### config.mk
export PLATFORM = sky130hd
export DESIGN_NAME = bram_port_arbiter
export DESIGN_NICKNAME = d
export VERILOG_FILES = /design/src/rtl/bram_port_arbiter.sv
export SDC_FILE = /design/constraint.sdc
export NUM_CORES = 1
export LEC_CHECK = 0
export ABC_AREA = 0
export CAP_MARGIN = 20
export CORE_AREA = 2 2 117 119
export DETAILED_ROUTE_END_ITERATION = 7
export DIE_AREA = 0 0 119 121
export PLACE_DENSITY = 0.77
export SLEW_MARGIN = 20
export SYNTH_ARGS = -nofsm -noshare
export SYNTH_HDL_FRONTEND = slang
export SYNTH_SLANG_ARGS = --single-unit
### constraint.sdc
create_clock -name aclk -period 4.9 [get_ports aclk]
set_input_delay 0.735 -clock aclk [delete_from_list [all_inputs] [get_ports aclk]]
set_output_delay 0.735 -clock aclk [all_outputs]
set_load 0.02 [all_outputs]
### src/rtl/bram_port_arbiter.sv
// bram_port_arbiter: round-robin arbiter sharing one BRAM port among req_n valid/ready requesters
// ports: aclk/aresetn clock and async active-low reset; req_* per-requester command channel;
//        rsp_valid/rsp_data read return; bram_* registered BRAM port drive; busy = read in flight
module bram_port_arbiter #(
  parameter int req_n = 4,
  parameter int addr_width = 10,
  parameter int data_width = 32,
  parameter int bram_read_latency = 1,
  parameter int simulation_delay = 1
) (
  input  logic                        aclk,
  input  logic                        aresetn,
  input  logic [req_n-1:0]            req_valid,
  output logic [req_n-1:0]            req_ready,
  input  logic [req_n-1:0]            req_wen,
  input  logic [req_n-1:0]            req_lock,
  input  logic [req_n*addr_width-1:0] req_addr,
  input  logic [req_n*data_width-1:0] req_din,
  output logic [req_n-1:0]            rsp_valid,
  output logic [data_width-1:0]       rsp_data,
  output logic                        bram_en,
  output logic                        bram_we,
  output logic [addr_width-1:0]       bram_addr,
  output logic [data_width-1:0]       bram_din,
  input  logic [data_width-1:0]       bram_dout,
  output logic                        busy
);
  localparam int id_w = $clog2(req_n - 1) + 1;
  localparam int tl = bram_read_latency;
  logic [id_w-1:0] rr_ptr, lock_id, gnt_id;
  logic lock_vld, hs, sel_wen, sel_lock;
  logic [addr_width-1:0] sel_addr;
  logic [data_width-1:0] sel_din;
  logic [tl:0] tag_v;
  logic [id_w-1:0] tag_id [tl+1];
  logic unused_dly;
  int p;
  assign unused_dly = |simulation_delay;
  // scanning from the lowest priority upward lets the last hit be the winner
  always_comb begin
    gnt_id = lock_id;
    hs = 1'b0;
    p = 0;
    if (lock_vld) begin
      for (int i = 0; i < req_n; i++) if (lock_id == id_w'(i) && req_valid[i]) hs = 1'b1;
    end else begin
      for (int k = req_n - 1; k >= 0; k--) begin
        p = int'(rr_ptr) + k;
        p = p >= req_n ? p - req_n : p;
        for (int i = 0; i < req_n; i++) if (p == i && req_valid[i]) begin
          hs = 1'b1;
          gnt_id = id_w'(i);
        end
      end
    end
    hs = hs & aresetn;
  end
  always_comb begin
    req_ready = '0;
    sel_wen = 1'b0;
    sel_lock = 1'b0;
    sel_addr = '0;
    sel_din = '0;
    for (int i = 0; i < req_n; i++) if (hs && gnt_id == id_w'(i)) begin
      req_ready[i] = 1'b1;
      sel_wen = req_wen[i];
      sel_lock = req_lock[i];
      sel_addr = req_addr[i*addr_width +: addr_width];
      sel_din = req_din[i*data_width +: data_width];
    end
  end
  always_ff @(posedge aclk or negedge aresetn) begin
    if (!aresetn) begin
      rr_ptr <= '0;
      lock_vld <= 1'b0;
      lock_id <= '0;
      bram_en <= 1'b0;
      bram_we <= 1'b0;
      bram_addr <= '0;
      bram_din <= '0;
      tag_v <= '0;
      for (int i = 0; i <= tl; i++) tag_id[i] <= '0;
    end else begin
      bram_en <= hs;
      bram_we <= hs & sel_wen;
      if (hs) begin
        bram_addr <= sel_addr;
        bram_din <= sel_din;
        lock_vld <= sel_lock;
        lock_id <= sel_lock ? gnt_id : lock_id;
        rr_ptr <= sel_lock ? rr_ptr : gnt_id == id_w'(req_n - 1) ? '0 : gnt_id + 1'b1;
      end
      tag_v <= {tag_v[tl-1:0], hs & ~sel_wen};
      tag_id[0] <= gnt_id;
      for (int i = 1; i <= tl; i++) tag_id[i] <= tag_id[i-1];
    end
  end
  always_comb begin
    rsp_valid = '0;
    for (int i = 0; i < req_n; i++) rsp_valid[i] = tag_v[tl] && tag_id[tl] == id_w'(i);
  end
  assign rsp_data = bram_dout;
  assign busy = |tag_v;
endmodule

==> results of run 1 <==
[layout make-up]
class                           count  area [um2]
Clock inverter                      5        52.6
Clock buffer                       11         243
Tap cell                          176         220
Timing Repair Buffer              247        2430
Multi-Input combinational cell    372        2430
Fill cell                        1200        6160
Sequential cell                    59        1480
Inverter                           17        63.8
[metal layers]
layer	wire, um	up-vias	global-route usage [%]
met5	0	-	0
met4	349	0	7.74
met3	1360	37	7.47
met2	7960	247	36.5
met1	6420	2236	26.1
li1	-	2205	-
[repair_timing]
action / CTS / global route
setup buffers: 0 / 0
setup endpoints to repair: 0 / 5
gates resized for setup: 0 / 1
[cells in the mapped netlist, drive strengths merged (4+ instances only)]
| master | n |
|---|---|
| and2 | 10 |
| nand3 | 10 |
| o221ai | 6 |
| inv | 17 |
| ha | 8 |
| o311ai | 7 |
| nor2b | 7 |
| a21oi | 32 |
| buf | 42 |
| nand2 | 73 |
| a22oi | 20 |
| clkbuf | 29 |
| nor2 | 20 |
| a22o | 10 |
| dfrtp | 59 |
| a21o | 4 |
| mux2i | 43 |
| and3 | 16 |
| o21ai | 62 |
| o21a | 7 |
[critical path: stages (launching register included)]
cell and delay, ns:
dfrtp_1 0.38, buf_4 0.21, ha_1 0.31, or3b_2 0.51
o21ai_2 0.26, nand2_1 0.13, a221oi_1 0.34, o211a_1 0.32
inv_1 0.12, ha_2 0.23, and2_1 0.14, clkdlybuf4s50_1 0.57
[power by group]
| group | total, mW | leakage [nW] | switching [mW] | internal [mW] |
|---|---|---|---|---|
| sequential | 0.869 | 0.739 | 0.152 | 0.717 |
| clock | 0.617 | 0.145 | 0.213 | 0.404 |
| combinational | 3.71 | 2.05 | 2.16 | 1.55 |
| total | 5.20 | 2.94 | 2.53 | 2.67 |
[state kept, by name, indices dropped and copies added (netlist names)]
name	flops
bram_addr	10
bram_din	32
bram_en	1
bram_we	1
lock_id	3
lock_vld	1
rr_ptr	3
tag_id	6
tag_v	2
[how the worst min path moves through the flow]
stage | cells after the start | to | from | slack, ns
floorplan | 0 | tag_id[0] | tag_id[3] | 0.33
global placement | 0 | tag_id[2] | tag_id[5] | 0.34
detailed placement | 0 | tag_id[2] | tag_id[5] | 0.34
CTS | 0 | tag_id[2] | tag_id[5] | 0.36
global route | 0 | tag_id[2] | tag_id[5] | 0.36
finish | 0 | tag_id[2] | tag_id[5] | 0.35
[cells by family after synthesis]
family | after synthesis
AOI/OAI and AO/OA | 167
DFF | 59
and+or+nand+nor | 150
muxes | 47
adders and majority gates | 8
buffers and inverters | 88
==> results.md, run 1 <==
- Mux contribution to synthesized area: 11.1%
- Fin Setup TNS: 0 ns
- Cell Count, Final, Fillers Out: 887
- Netlist area before placement: 4380 um2
- DR DRC count: 0
- DP Wirelength: 12400 um
- CTS Buf Count: 9
- Global-route wire length before repair: 24600 um
- MaxCap Viol Count: 0
- R2R Setup Slk: 0.58 ns
- Synth cell types: 58
- GR Overflow Total: 0
- Worst min-delay path class: flop to flop
- Synth Area per Inst: 8.43 um2
- Fin Hold WS: 0.352 ns
- Fmax achieved: 219 MHz
- Critical Path End Type: primary output
- Worst slack at placement: 0.297 ns
- Final Hold Viols: 0
- Period utilization: 93.4%
- Initial DRC Count: 267
- Final Max Tran Viols: 0
- Critical path type: flop to primary output
- Yosys warnings: 0
- Post-synthesis xor/xnor area fraction: 0%
- Clock Path Buffers: 2
- VDD IR max: 0.000447 V
- Predominant post-synthesis flop cell: dfrtp_1
- Worst relative slew slack: 48.8%
- DIE AREA: 14400 um2
- Async S/R FF share, synth: 100%
- Most frequent cells in the layout: clkdlybuf4s50_1, nand2_1, dfrtp_1
- Vias: 4725
- DRT antenna net count: 0
- WL final: 16100 um
- Hold Buf Count CTS: 0
- Gpl congestion: 0.902
- IO buf count: 234
- Register area share after synthesis: 33.7%
- Tightest Pin Transition: 0.768 ns
- Area contributors post-synth: dfrtp_1, mux2i_1, buf_4
- WP data arrival: 3.84 ns
- Final Power: 5.20 mW
- Synth Area in Compound Gates: 25.3%
- Core Rows: 42
- Gate Count Post-Synth: 519
- Die height: 121 um
- Io pins: 299
- Crit path from: rr_ptr[1]
- Setup-failing EPs final: 0
- RSZ-0062 raised after global routing: false
- Wire per inst: 18.1 um
- Worst r2r src: rr_ptr[1]
- Clk_lat worst skew: 0.32 ns
- Pwr dens: 751 nW/um2
- Worst Path Required: 4.16 ns
- Area Growth Syn to Fin: 58.2%
- Initial core utilization: 33.4%
- # nets final: 928
- Reg2Reg Capture Point: lock_id[1]
- FF-to-FF path depth: 13
- Cell taking the most area after synthesis: dfrtp_1
- DP Area: 6620 um2
- Global Route Usage Sum: 21.8%
- DRT Pass-1 Iters: 5
- Synth top area share: 33.7%
- Pin count of the biggest net entering global routing: 81
- Clock transition at path regs: 0.05 ns
- Vias in the first global route: 4661
- Syn_nets: 741
- Outcome: finished clean
- Core box area: 13100 um2
- Synth Register Bits: 59
- CP max FO: 19
- CTS root buf: clkbuf_16
- Most common cell after layout, fill and taps aside: clkdlybuf4s50_1
- Avg Vias per Cell: 5.33
- Final min period: 4.57 ns
- Antenna Cells: 0
- Fraction of layout cells with a size suffix above 1: 6.47%
- Synth Area in Adders: 2.29%
- Worst setup endpoint: req_ready[2]
- Post-synthesis simple-gate area fraction: 16.4%
- CTS tree: done
- Initial antenna violation count: 0
- Clk_skew: 0.00499 ns
- Final WS setup: 0.326 ns
- Die Wd: 119 um
- Fin area: 6920 um2
- Dpl cells: 871
- # H-tree levels: 3
- Clock Sinks: 59
- Leakage power: 2.94 nW
- Post-synth EDFFs: 0
- Startpoint Class: flop
- Final Util: 52.9%
- Largest family of logic cells by synthesized area: compound AO/OA/AOI/OAI gates
Note: power is estimated with default switching activity, not from simulation.
==> run 2: changes to the inputs <==
--- a/config.mk
+++ b/config.mk
@@ -7,10 +7,11 @@
 export LEC_CHECK = 0
 export ABC_AREA = 0
 export CAP_MARGIN = 20
-export CORE_AREA = 2 2 117 119
+export CORE_AREA = 2 2 116 118
 export DETAILED_ROUTE_END_ITERATION = 7
-export DIE_AREA = 0 0 119 121
-export PLACE_DENSITY = 0.77
+export DIE_AREA = 0 0 118 120
+export GPL_TIMING_DRIVEN = 0
+export PLACE_DENSITY = 0.78
 export SLEW_MARGIN = 20
 export SYNTH_ARGS = -nofsm -noshare
 export SYNTH_HDL_FRONTEND = slang
==> constraint.sdc (replaced) <==
create_clock -name aclk -period 5.3 [get_ports aclk]
set_input_delay 0.795 -clock aclk [delete_from_list [all_inputs] [get_ports aclk]]
set_output_delay 0.795 -clock aclk [all_outputs]
set_load 0.02 [all_outputs]
==> run 2 against run 1 <==
Clock-buffer cell count rose by 1; wire length rose by 11%; setup slack worse by 0.089 ns; cell area is 10% higher; sequential share of layout area fell by 2.0 points; utilization up 5.8 points; final cell count is 9.9% higher; largest power group unchanged; register-to-register slack got worse by 0.34 ns; via count rose by 4.4%; clock power rose by 3%.
==> results.md, run 2 (synthesis results as in run 1) <==
- Share of total power in the clock network: 12.3% (+0.4 points)
- Clock Path Buffers: 2 (unchanged)
- Startpoint Class: flop
- Critical path type: flop to flop
- Die height: 120 um (-0.83%)
- # H-tree levels: 3 (unchanged)
- Cell Count, Final, Fillers Out: 975 (+9.9%)
- DRT antenna net count: 0 (unchanged)
- Worst relative slew slack: 41.1% (-7.7 points)
- Dpl cells: 961 (+10%)
- Switching pwr: 2.55 mW (+0.82%)
- CTS Buf Count: 9 (unchanged)
- Global-route wire length before repair: 26800 um (+8.9%)
- CP max FO: 10 (-9)
- DP Area: 7270 um2 (+9.7%)
- # nets final: 1016 (+9.5%)
- WL final: 17900 um (+11%)
- Avg Vias per Cell: 5.06 (-5.0%)
- Outcome: finished clean
- Worst min-delay path class: flop to flop
- Io pins: 299 (unchanged)
- Fmax achieved: 198 MHz
- Worst slack at placement: -1.03 ns (-1.32 ns)
- Setup-failing EPs final: 0 (unchanged)
- Max reg flops: 32 (unchanged)
- Most common cell after layout, fill and taps aside: clkdlybuf4s50_1
- Final Max Tran Viols: 0 (unchanged)
- Internal: 2.64 mW (-1.1%)
- IO buf count: 265 (+13%)
- Clk_lat worst skew: 0.32 ns (about the same)
- Hold Buf Count CTS: 0 (unchanged)
- Fin Hold WS: 0.348 ns (-0.00408 ns)
- Initial antenna violation count: 0 (unchanged)
- Clk_skew: 0.00764 ns (+0.00265 ns)
- Global Route Usage Sum: 24.7% (+2.9 points)
- Most frequent cells in the layout: clkdlybuf4s50_1, nand2_1, dfrtp_1
- Comb power frac: 72.8% (+1.4 points)
- Core box area: 13000 um2 (-0.80%)
- Clock Sinks: 59 (unchanged)
- Largest regs: bram_din x32, bram_addr x10, tag_id x6
- Reg power frac: 14.9% (-1.8 points)
- Switch share: 49.1% (+0.49 points)
- Pin count of the biggest net entering global routing: 36 (-56%)
- Tightest Pin Transition: 0.884 ns (+0.116 ns)
- Area Growth Syn to Fin: 74.1%
- MaxCap Viol Count: 0 (unchanged)
- CTS root buf: clkbuf_16
- Core Rows: 42 (unchanged)
- Gpl congestion: 0.936 (+3.7%)
- DR DRC count: 0 (unchanged)
- DRT Pass-1 Iters: 6 (+1)
- DIE AREA: 14200 um2 (-1.7%)
- Pwr dens: 681 nW/um2 (-9.3%)
- VDD IR max: 0.000382 V (-15%)
- Critical Path End Type: flop
- RSZ-0062 raised after global routing: false
- Antenna Cells: 0 (unchanged)
- Final min period: 5.06 ns
- Die Wd: 118 um (-0.84%)
- Final Power: 5.19 mW (-0.18%)
- Initial DRC Count: 188 (-30%)
- Initial core utilization: 33.7% (+0.27 points)
- Fraction of layout cells with a size suffix above 1: 10.0% (+3.5 points)
- Vias in the first global route: 4859 (+4.2%)
- Top reg by flops: bram_din
- Worst Path Required: 5.53 ns (+1.37 ns)
- Vias: 4934 (+4.4%)
- Period utilization: 95.5%
- Final Hold Viols: 0 (unchanged)
- Wire per inst: 18.4 um (+1.3%)
- Leakage power: 3.26 nW (+11%)
- WP data arrival: 5.29 ns (+1.45 ns)
- Fin area: 7620 um2 (+10%)
- DP Wirelength: 14300 um (+16%)
- Final WS setup: 0.237 ns (-0.0888 ns)
- GR Overflow Total: 0 (unchanged)
- Clock transition at path regs: 0.05 ns (about the same)
- CTS tree: done
[run 2: power by group through the flow]
stage                     Sequential, mW  Combinational (mW)  Clock, mW
after global placement             0.772                3.68          0
after floorplan                    0.942                2.20          0
final                              0.775                3.78      0.637
after CTS                          0.776                3.77      0.650
after global routing               0.800                4.12      0.676
after detailed placement           0.782                3.73          0
[run 2: path summary, 6_finish.rpt]
kind / from / to / slack (ns) / cells past startpoint
max: rr_ptr[1] / bram_addr[9] / 0.24 / 18
min in group asynchronous: aresetn / bram_addr[2] / 0.39 / 1
min: tag_id[4] / tag_id[1] / 0.35 / 0
min reg2reg: tag_id[4] / tag_id[1] / 0.35 / 0
max reg2reg: rr_ptr[1] / bram_addr[9] / 0.24 / 18
max in group asynchronous: aresetn / bram_din[1] / 4.37 / 2
[run 2: worst max-delay path: stages (launching register included)]
cell	delay, ns
dfrtp_1	0.39
buf_4	0.20
clkbuf_2	0.24
inv_1	0.11
ha_1	0.32
or3b_2	0.51
o21ai_2	0.25
nand3_1	0.13
a211oi_1	0.31
nor3_2	0.06
buf_4	0.16
inv_1	0.08
ha_2	0.31
nor2b_1	0.37
clkbuf_1	0.71
a22oi_1	0.18
o21ai_0	0.34
mux2i_1	0.12
o21ai_0	0.17
[run 2: what timing repair did]
action,in CTS,in global routing
gates resized for setup,7,2
pin swaps,1,0
endpoints found under the setup margin,8,9
buffers inserted,2,0
[run 2: metrics by stage]
stage	util, %	TNS, ns
3_3_place_gp	55.9	-2.62
6_report	58.7	0
4_1_cts	58.7	0
3_5_place_dp	56.0	-1.68
2_1_floorplan	-	0
5_1_grt	58.7	0
[run 2: area by class of cell]
type,instances,area (um2)
Clock inverter,4,72.6
Timing Repair Buffer,268,2680
Inverter,17,63.8
Multi-Input combinational cell,372,2430
Tap cell,176,220
Clock buffer,12,256
Fill cell,1214,5360
Sequential cell,59,1480
Buffer,67,414
[run 2: per-layer routing]
layer	share of wire [%]	global-route usage (%)	wire, um
met2	48	41.6	8630
met4	2.3	7.83	409
met3	7.1	6.56	1260
met5	0	0	0
met1	42	30.9	7600
